<file path="config.mk">
export PLATFORM = sky130hd
export DESIGN_NAME = jtag_sram_cmd_ctrl
export DESIGN_NICKNAME = d
export VERILOG_FILES = /design/src/rtl/jtag_sram_cmd_ctrl.sv
export SDC_FILE = /design/constraint.sdc
export NUM_CORES = 1
export LEC_CHECK = 0
export BUFFER_PORTS_ARGS = -buffer_cell sky130_fd_sc_hd__buf_2
export CAP_MARGIN = 25
export CORE_MARGIN = 1
export CORE_UTILIZATION = 49
export DETAILED_ROUTE_END_ITERATION = 10
export PLACE_DENSITY = 0.92
export REMOVE_ABC_BUFFERS = 1
export SYNTH_ARGS = -nofsm -noshare
export SYNTH_HDL_FRONTEND = slang
export SYNTH_SLANG_ARGS = --single-unit
</file>
<file path="constraint.sdc">
create_clock -name clk -period 4.6 [get_ports clk]
set_input_delay 0.69 -clock clk [delete_from_list [all_inputs] [get_ports clk]]
set_output_delay 0.69 -clock clk [all_outputs]
set_load 0.02 [all_outputs]
</file>
<file path="src/rtl/jtag_sram_cmd_ctrl.sv">
// Executes JTAG update-DR commands (address load, SRAM write, SRAM read) in the clk domain.
// Optional address auto-increment after each write/read: define JTAG_SRAM_AUTOINC_EN.
module jtag_sram_cmd_ctrl #(
    parameter int ADDR_W = 16,
    parameter int DATA_W = 8,
    parameter int RD_LAT = 1
) (
    input  logic              clk,
    input  logic              aclr,
    input  logic              udr,
    input  logic [1:0]        cmd,
    input  logic [DATA_W-1:0] dr_data,
    input  logic [ADDR_W-1:0] dr_addr,
    output logic [ADDR_W-1:0] sram_addr,
    output logic [DATA_W-1:0] sram_wdata,
    output logic              sram_we,
    output logic              sram_re,
    input  logic [DATA_W-1:0] sram_rdata,
    output logic [DATA_W-1:0] rd_data,
    output logic              rd_valid,
    output logic              busy,
    output logic              err,
    input  logic              err_clr
);

    typedef enum logic [1:0] {IDLE, WRITE, READ, RWAIT} state_t;

    localparam logic [1:0] LAT_LOAD = 2'(RD_LAT - 1);

    state_t            state, state_nxt;
    logic              s1, s2, s3;
    logic              start, accept, err_set, capture;
    logic [1:0]        cnt;
    logic [ADDR_W-1:0] addr_q;
    logic [DATA_W-1:0] data_q;

    // udr is asynchronous: two-flop synchronizer, then rising-edge detect on s2.
    always_ff @(posedge clk or posedge aclr) begin
        if (aclr) begin
            s1 <= 1'b0;
            s2 <= 1'b0;
            s3 <= 1'b0;
        end else begin
            s1 <= udr;
            s2 <= s1;
            s3 <= s2;
        end
    end

    assign start   = s2 & ~s3;
    assign busy    = (state != IDLE);
    assign accept  = start & ~busy;
    assign err_set = start & (busy | (cmd == 2'b11));
    assign capture = (state == RWAIT) && (cnt == 2'd0);

    always_ff @(posedge clk or posedge aclr) begin
        if (aclr) state <= IDLE;
        else      state <= state_nxt;
    end

    always_comb begin
        state_nxt = state;
        case (state)
            IDLE: begin
                if (accept && cmd == 2'b01)      state_nxt = WRITE;
                else if (accept && cmd == 2'b10) state_nxt = READ;
            end
            WRITE:   state_nxt = IDLE;
            READ:    state_nxt = RWAIT;
            RWAIT:   if (cnt == 2'd0) state_nxt = IDLE;
            default: state_nxt = IDLE;
        endcase
    end

    assign sram_we    = (state == WRITE);
    assign sram_re    = (state == READ);
    assign sram_addr  = addr_q;
    assign sram_wdata = data_q;

    // rd_valid is registered so it rises together with the new rd_data value.
    always_ff @(posedge clk or posedge aclr) begin
        if (aclr) begin
            addr_q   <= '0;
            data_q   <= '0;
            cnt      <= 2'd0;
            rd_data  <= '0;
            rd_valid <= 1'b0;
            err      <= 1'b0;
        end else begin
            if (accept) data_q <= dr_data;

            if (accept && cmd == 2'b00) addr_q <= dr_addr;
`ifdef JTAG_SRAM_AUTOINC_EN
            else if (state == WRITE || capture) addr_q <= addr_q + 1'b1;
`endif

            if (state == READ)                     cnt <= LAT_LOAD;
            else if (state == RWAIT && cnt != 2'd0) cnt <= cnt - 1'b1;

            rd_valid <= capture;
            if (capture) rd_data <= sram_rdata;

            if (err_set)      err <= 1'b1;
            else if (err_clr) err <= 1'b0;
        end
    end

endmodule
</file>
==> results of run 1 <==
-- sequential cells by signal, summed over array words and instances, names as in the netlist --
register,cells
s1,1
sram_addr,16
s3,1
cnt,2
rd_valid,1
err,1
sram_wdata,8
state,2
rd_data,8
s2,1
-- power by group through the flow --
stage	clock [mW]	combinational [mW]	sequential (mW)
6_report	0.238	0.643	0.603
3_5_place_dp	0	0.652	0.610
4_1_cts	0.241	0.651	0.606
5_1_grt	0.259	0.694	0.625
3_3_place_gp	0	0.629	0.598
2_1_floorplan	0	0.242	0.787
-- metrics by stage --
stage	hold WS (ns)	cell area (µm²)	worst slack (ns)	utilization, %
after CTS	0.3611	2090	2.616	67.89
after global routing	0.3735	2090	2.551	67.89
after floorplan	0.3312	1572	2.796	-
after global placement	0.3321	2004	2.639	65.12
final	0.3614	2090	2.630	67.89
after detailed placement	0.3347	2004	2.601	65.12
-- logic make-up (layout without fill, tap and decap cells) --
logic type	Yosys count	after routing	share of synthesized area, %
adders and majority gates	1	1	0.7805
muxes	32	32	24.82
AOI/OAI and AO/OA	7	7	3.045
buffers and inverters	10	90	3.591
and+or+nand+nor	10	10	3.747
DFF	41	41	64.01
-- final timing paths --
kind	endpoint	slack [ns]	cells past startpoint
max reg2reg	sram_addr[6]	2.76	3
max	busy	2.63	2
min reg2reg	s2	0.36	0
min	s2	0.36	0
max in group asynchronous	rd_data[5]	3.38	3
min in group asynchronous	sram_addr[3]	0.46	2
-- layout by cell type (no fill, tap or decap), types with 2 or more instances in the layout --
master / n
buf_2: 74
dfrtp_1: 41
mux2_2: 22
mux2_4: 10
inv_1: 7
clkbuf_4: 5
nand2_1: 2
o21ai_0: 2
o41ai_1: 2
nor2b_1: 2
-- final cells by class --
| type | instances | area [µm²] |
|---|---|---|
| clock buffer | 7 | 55.05 |
| clock inverter | 1 | 30.03 |
| fill | 244 | 988.4 |
| inverter | 7 | 26.28 |
| multi-input combinational | 50 | 519.2 |
| sequential | 41 | 1026 |
| tap | 44 | 55.05 |
| timing repair buffer | 75 | 377.9 |
-- per-layer routing --
metal / share of wire (%) / vias to the layer above / routed length (µm)
met5: 0 / - / 0
met4: 1.1 / 0 / 34
met3: 5.8 / 5 / 173
met2: 53 / 47 / 1585
met1: 40 / 507 / 1192
li1: - / 503 / -
==> results.py, run 1 <==
metrics = {
    "clock_tree": {
        "cts_inserted_buffers": 5,
        "h-tree-depth": 2,
        "path_clk_slew_ns": 0.12,
        "tritoncts": "built",
        "cts_setup_buffers": 0,
        "clk_latency_ns": 0.33,
        "ctsHoldBuffers": 0,
        "ctsLongestPathBuffers": 2,
        "cts_resized": 0,
        "root_buffer": "clkbuf_4",
        "clock-sinks": 41,
    },
    "grt": {
        "top_usage_layer": "met2",
        "grt_max_degree": 23,
        "gr-usage-met3_pct": 4.585,
        "gr-total-overflow": 0,
        "grtUsageTotal_pct": 19.73,
        "grt_pass1_wl_um": 4933,
        "use_met2_pct": 34.19,
        "antenna_found_initial": 0,
        "grtUsageMet1_pct": 23.52,
        "grt_pass1_vias": 1094,
    },
    "power": {
        "p_seq_share_pct": 40.6,
        "net-switching-power_mw": 0.5514,
        "pwr-share-clk_pct": 16.0,
        "p_per_area_nw_per_um2": 710.1,
        "finalPower_mw": 1.484,
        "p_leak_nw": 1.102,
        "swShare_pct": 37.16,
        "p_int_mw": 0.9324,
        "ir_worst_vdd_uv": 372.9,
        "p_comb_share_pct": 43.3,
    },
    "logic_synthesis": {
        "yosysTopAreaCellShare_pct": 64.01,
        "synthFlopType": "dfrtp_1",
        "synth_cell_types": 21,
        "synth_edf_count": 0,
        "syn_area_um2": 1603,
        "synth_common_cells": "41 x dfrtp_1, 22 x mux2_2, 10 x mux2_4",
        "avgSynthCellArea_um2": 15.87,
        "synth.largest_area_cell": "dfrtp_1",
        "synthCells": 101,
        "yosys_warnings": 0,
        "synthTopCellsByArea": "dfrtp_1 64%, mux2_2 15%, mux2_4 9.4%",
        "yosysMostFrequentCell": "dfrtp_1",
        "synth_seq_cells": 41,
        "seq_area_frac_synth_pct": 64.01,
        "synthArstFlopShare_pct": 100.0,
    },
    "drt": {
        "drt-initial-drc-count": 17,
        "drt_wl_total_um": 2985,
        "detail-route-antenna-nets": 0,
        "route.vias.total": 1062,
        "drcViolationCount": 0,
        "dr.pass1.iters": 3,
        "wire_per_inst_um": 13.27,
        "viasPerCell": 4.720,
    },
    "die": {
        "die_y_um": 59.19,
        "initial_core_util_pct": 52.07,
        "core_area_um2": 3078,
        "dieArea_um2": 3503,
        "num_rows": 20,
        "io_pins": 75,
        "die_x_um": 59.19,
    },
    "setup_path": {
        "cp.arrival_ns": 1.28,
        "path_max_fanout": 6,
        "critPathKind": "reg2out",
        "crit_path_end_kind": "output port",
        "cp-start-kind": "register",
        "path_cells": "or2_1, buf_2",
        "critPathLaunch": "state[1]",
        "crit_buf_inv": 1,
        "cp_top_family": "flip-flops",
        "required_ns": 3.91,
        "cp_slowest_cell": "dfrtp_1",
        "critical_path.max_stage_delay_ns": 0.45,
        "reg2reg_from": "state[1]",
    },
    "timing": {
        "finalHoldViolCount": 0,
        "max_slew.worst_pin.slew_ns": 0.7254,
        "max-slew-margin-rel_pct": 51.58,
        "fin_skew_ns": 0.01316,
        "fin_crit_ns": 1.970,
        "drv_slew": 0,
        "fmax_mhz": 507.7,
        "rsz0062_at_grt": "false",
        "setup_viol": 0,
        "finalCritPeriodShare_pct": 42.82,
        "tns_ns": 0,
    },
    "placed_design": {
        "port_buffers": 74,
        "dp_hpwl_um": 2383,
        "dp.cells": 217,
        "gp_congestion": 0.7347,
    },
    "worst_hold_path": {
        "hp-class": "reg2reg",
        "hold_start": "s1",
    },
    "layout": {
        "syn2layout_area_growth_pct": 30.37,
        "layout.nets": 219,
        "fin_cells": 225,
        "drive_gt1_share_pct": 64.09,
        "diodes": 0,
    },
    "status": {
        "status": "completed",
    },
    "job": {
        "maxCapViolations": 0,
    },
}
Power figures use the tool's default switching activity.
==> run 2: changes to the inputs <==
- CORE_UTILIZATION: 49 -> 41
- PLACE_DENSITY: 0.92 -> 0.83
- clock period: 4.6 -> 1.7 ns (I/O delays scaled with it)
==> results.py, run 2 (synthesized netlist as in run 1, its figures left out) <==
metrics = {
    "status": {
        "status": "complete, but fails checks",
        "failed_checks": "hold timing",
    },
    "clock_tree": {
        "root_buffer": "clkbuf_8",
        "clock-sinks": 41,
        "clk_latency_ns": 0.29,
        "cts_inserted_buffers": 5,
        "path_clk_slew_ns": 0.07,
        "tritoncts": "built",
        "h-tree-depth": 2,
        "ctsLongestPathBuffers": 2,
        "ctsHoldBuffers": 0,
    },
    "power": {
        "ir_worst_vdd_uv": 780.1,
        "p_leak_nw": 1.142,
        "p_per_area_nw_per_um2": 1934,
    },
    "setup_path": {
        "cp_slowest_cell": "or4_4",
        "endpoint": "sram_addr[10]",
        "r2r_cells": 3,
        "path_cells": "or2_1, or4_4, mux2_4",
        "crit_path_end_kind": "register",
        "critical_path.max_stage_delay_ns": 0.55,
        "reg2reg_from": "state[1]",
        "cp.arrival_ns": 1.82,
        "path_max_fanout": 8,
        "cp_top_family": "simple AND/OR/NAND/NOR gates",
        "r2r_slack_ns": 0.06,
        "crit_buf_inv": 0,
        "critPathKind": "reg2reg",
        "critPathLaunch": "state[1]",
        "required_ns": 1.87,
        "r2r-end": "sram_addr[10]",
        "cp-start-kind": "register",
        "cp_num_cells": 3,
    },
    "job": {
        "maxCapViolations": 0,
    },
    "layout": {
        "syn2layout_area_growth_pct": 36.69,
        "final_common_cell": "buf_2",
        "largest_reg_flops": 16,
        "diodes": 0,
        "drive_gt1_share_pct": 65.78,
        "final_area_um2": 2191,
        "layout.nets": 225,
        "final_cell_mix": "74 x buf_2, 41 x dfrtp_1, 22 x mux2_2",
    },
    "timing": {
        "setup_viol": 0,
        "rsz0062_at_grt": "false",
        "hold_ws_ns": -0.01079,
        "max_slew.worst_pin.slew_ns": 0.7216,
        "tns_ns": 0,
        "finalHoldViolCount": 19,
        "fmax_mhz": 608.0,
        "fin_crit_ns": 1.645,
        "max-slew-margin-rel_pct": 51.59,
        "fin_skew_ns": 0.003964,
        "finalCritPeriodShare_pct": 96.76,
        "drv_slew": 0,
    },
    "drt": {
        "drt-initial-drc-count": 48,
        "drcViolationCount": 0,
        "wire_per_inst_um": 12.54,
        "detail-route-antenna-nets": 0,
        "dr.pass1.iters": 3,
        "drt_wl_total_um": 2948,
        "route.vias.total": 1094,
        "viasPerCell": 4.655,
    },
    "worst_hold_path": {
        "hp-class": "in2async",
    },
    "placed_design": {
        "gp_congestion": 0.6939,
        "dp_hpwl_um": 2197,
        "port_buffers": 74,
        "placed_area_um2": 2059,
    },
    "die": {
        "num_rows": 22,
        "dieArea_um2": 4163,
        "die_y_um": 64.53,
        "die_x_um": 64.53,
        "initial_core_util_pct": 43.13,
        "io_pins": 75,
        "core_area_um2": 3716,
    },
    "grt": {
        "grtUsageTotal_pct": 15.37,
        "grt_pass1_vias": 1054,
        "antenna_found_initial": 0,
        "grt_pass1_wl_um": 4747,
        "gr-total-overflow": 0,
        "grt_max_degree": 23,
    },
}
-- run 2: cell count changes in the layout (fill, tap and decap cells not counted), sizes merged --
cell      before  now
buf           75   80
clkbuf         7    6
clkinvlp       0    1
inv            7    6
clkinv         0    1
or4            1    2
-- run 2: layer usage --
metal	up-vias	GRT usage (%)	part of all wire, %
met3	4	3.521	5.9
met4	0	10.00	1.7
met2	47	23.95	48
li1	519	-	-
met1	524	19.14	45
met5	-	0	0
-- run 2: worst register-to-register path: cells and delay by family, from the launching register on --
family        cells  cell delay (ns)
flops             1             0.38
mux               1             0.34
simple gates      2             0.82
-- run 2: per-stage QoR --
stage | hold WS, ns | cells | power, mW | util, % | worst slack, ns
after floorplan | 0.2864 | 98 | 2.784 | - | -0.07890
after global placement | 0.3096 | 226 | 3.409 | 55.42 | 0.06968
after detailed placement | 0.3168 | 226 | 3.463 | 55.42 | 0.03851
after CTS | 0.0004729 | 234 | 4.280 | 58.65 | 0.02620
after global routing | 0.01882 | 235 | 4.498 | 58.96 | 0.01768
final | -0.01079 | 235 | 4.238 | 58.96 | 0.05515
-- run 2: worst min-delay path by stage --
stage	from	end	slack [ns]	depth (start not counted)
3_5_place_dp	aclr	rd_data[1]	0.32	2
6_report	aclr	rd_data[1]	-0.01	2
4_1_cts	aclr	rd_data[1]	0.0005	2
3_3_place_gp	aclr	rd_data[4]	0.31	2
5_1_grt	aclr	rd_data[1]	0.02	2
2_1_floorplan	udr	s1	0.29	0
-- run 2: final cells by class --
cell class	instances	area (µm²)
Clock buffer	6	82.58
Fill cell	313	1525
Inverter	7	26.28
Tap cell	48	60.06
Sequential cell	41	1026
Timing Repair Buffer	80	427.9
Clock inverter	2	37.54
Multi-Input combinational cell	51	530.5
-- run 2: report_power, final --
| group | switching [mW] | leakage (nW) | internal [mW] |
|---|---|---|---|
| Clock | 0.322 | 0.0574 | 0.477 |
| Combinational | 1.00 | 0.589 | 0.840 |
| Sequential | 0.199 | 0.495 | 1.40 |
-- run 2: repair_timing --
| action | 4_1_cts | 5_1_grt |
|---|---|---|
| gates resized for setup | 0 | 1 |
| endpoints found under the setup margin | 0 | 9 |
| setup buffers | 0 | 0 |
==> run 3: changes to the inputs <==
- CORE_UTILIZATION: 41 -> 43
- CTS_BUF_LIST: unset -> sky130_fd_sc_hd__clkbuf_8
- PLACE_DENSITY: 0.83 -> 0.86
==> results.py, run 3 (synthesized netlist as in run 1, its figures left out) <==
metrics = {
    "power": {
        "p_leak_nw": 1.139,
        "p_per_area_nw_per_um2": 1953,
        "p_seq_share_pct": 37.8,
        "swShare_pct": 35.88,
        "finalPower_mw": 4.228,
        "p_comb_share_pct": 43.2,
        "net-switching-power_mw": 1.517,
        "ir_worst_vdd_uv": 827.2,
        "pwr-share-clk_pct": 19.0,
        "p_int_mw": 2.711,
    },
    "drt": {
        "wire_per_inst_um": 12.49,
        "dr.pass1.iters": 4,
        "detail-route-antenna-nets": 0,
        "viasPerCell": 4.616,
        "drt-initial-drc-count": 20,
        "route.vias.total": 1071,
        "drcViolationCount": 0,
        "drt_wl_total_um": 2897,
    },
    "layout": {
        "diodes": 0,
        "layout.nets": 224,
        "drive_gt1_share_pct": 65.59,
        "final_area_um2": 2165,
        "largest_reg_flops": 16,
        "final_cell_mix": "74 x buf_2, 41 x dfrtp_1, 22 x mux2_2",
        "syn2layout_area_growth_pct": 35.05,
        "final_common_cell": "buf_2",
    },
    "setup_path": {
        "cp_slowest_cell": "or4_4",
        "cp_num_cells": 3,
        "crit_buf_inv": 0,
        "cp-start-kind": "register",
        "required_ns": 1.88,
        "crit_path_end_kind": "register",
        "path_max_fanout": 16,
        "cp.arrival_ns": 1.84,
        "critPathKind": "reg2reg",
        "cp_top_family": "simple AND/OR/NAND/NOR gates",
        "r2r_cells": 3,
        "critical_path.max_stage_delay_ns": 0.58,
        "path_cells": "or2_1, or4_4, mux2_4",
    },
    "grt": {
        "grt_pass1_wl_um": 4795,
        "grtUsageTotal_pct": 16.24,
        "antenna_found_initial": 0,
        "gr-total-overflow": 0,
        "grt_max_degree": 42,
        "grt_pass1_vias": 1071,
    },
    "clock_tree": {
        "ctsHoldBuffers": 0,
        "ctsLongestPathBuffers": 2,
        "clk_latency_ns": 0.29,
        "tritoncts": "built",
        "cts_resized": 0,
        "clock-sinks": 41,
        "path_clk_slew_ns": 0.08,
        "h-tree-depth": 2,
        "root_buffer": "clkbuf_8",
        "cts_inserted_buffers": 5,
        "cts_setup_buffers": 0,
    },
    "die": {
        "die_y_um": 63.05,
        "core_area_um2": 3442,
        "die_x_um": 63.05,
        "num_rows": 21,
        "initial_core_util_pct": 46.56,
        "io_pins": 75,
        "dieArea_um2": 3975,
    },
    "timing": {
        "finalCritPeriodShare_pct": 97.89,
        "fmax_mhz": 600.9,
        "fin_ws_ns": 0.03593,
        "drv_slew": 0,
        "finalHoldViolCount": 0,
        "rsz0062_at_grt": "true",
        "max_slew.worst_pin.slew_ns": 0.4983,
        "setup_viol": 0,
        "tns_ns": 0,
        "hold_ws_ns": 0.07221,
        "max-slew-margin-rel_pct": 66.78,
        "fin_skew_ns": 0.004851,
        "fin_crit_ns": 1.664,
    },
    "status": {
        "status": "completed",
    },
    "placed_design": {
        "placed_area_um2": 2044,
        "place_ws_ns": 0.04253,
        "gp_congestion": 0.6779,
        "port_buffers": 74,
        "dp_hpwl_um": 2131,
    },
    "job": {
        "maxCapViolations": 0,
    },
    "worst_hold_path": {
        "hp-class": "in2async",
    },
}
-- run 3: worst register-to-register path: cells and delay by family (launching register included) --
family	cells	cell delay, ns
and+or+nand+nor	2	0.82
DFF	1	0.37
muxes	1	0.36
-- run 3: per-layer routing --
layer | GRT usage, % | share of wire [%] | wire length [µm]
met1 | 18.89 | 44 | 1274
met2 | 25.13 | 46 | 1342
met3 | 6.703 | 7.6 | 221
met4 | 9.302 | 2.0 | 59
met5 | 0 | 0 | 0
-- run 3: per-stage QoR --
stage               instances  util, %
floorplan                  98        -
global placement          224    59.40
detailed placement        224    59.40
CTS                       232    62.89
global route              232    62.89
finish                    232    62.89
-- run 3: power by group through the flow --
stage	logic, mW	registers, mW	clock network, mW
CTS	1.84	1.60	0.829
global placement	1.81	1.60	0
floorplan	0.656	2.13	0
global route	1.94	1.65	0.872
detailed placement	1.85	1.61	0
finish	1.83	1.60	0.801
-- run 3: worst paths after layout --
path / slack (ns) / from / endpoint
worst max-delay path: 0.04 / state[1] / sram_addr[7]
worst min-delay path: 0.07 / aclr / rd_data[0]
worst max register to register: 0.04 / state[1] / sram_addr[7]
worst min register to register: 0.36 / s1 / s2
max in group asynchronous: 1.29 / aclr / sram_wdata[5]
min in group clk: 0.07 / udr / s1
-- run 3: layout make-up --
class,count,area [µm²]
Sequential cell,41,1026
Timing Repair Buffer,80,415.4
Fill cell,273,1277
Multi-Input combinational cell,50,519.2
Clock inverter,2,37.54
Clock buffer,6,82.58
Inverter,7,26.28
Tap cell,46,57.56
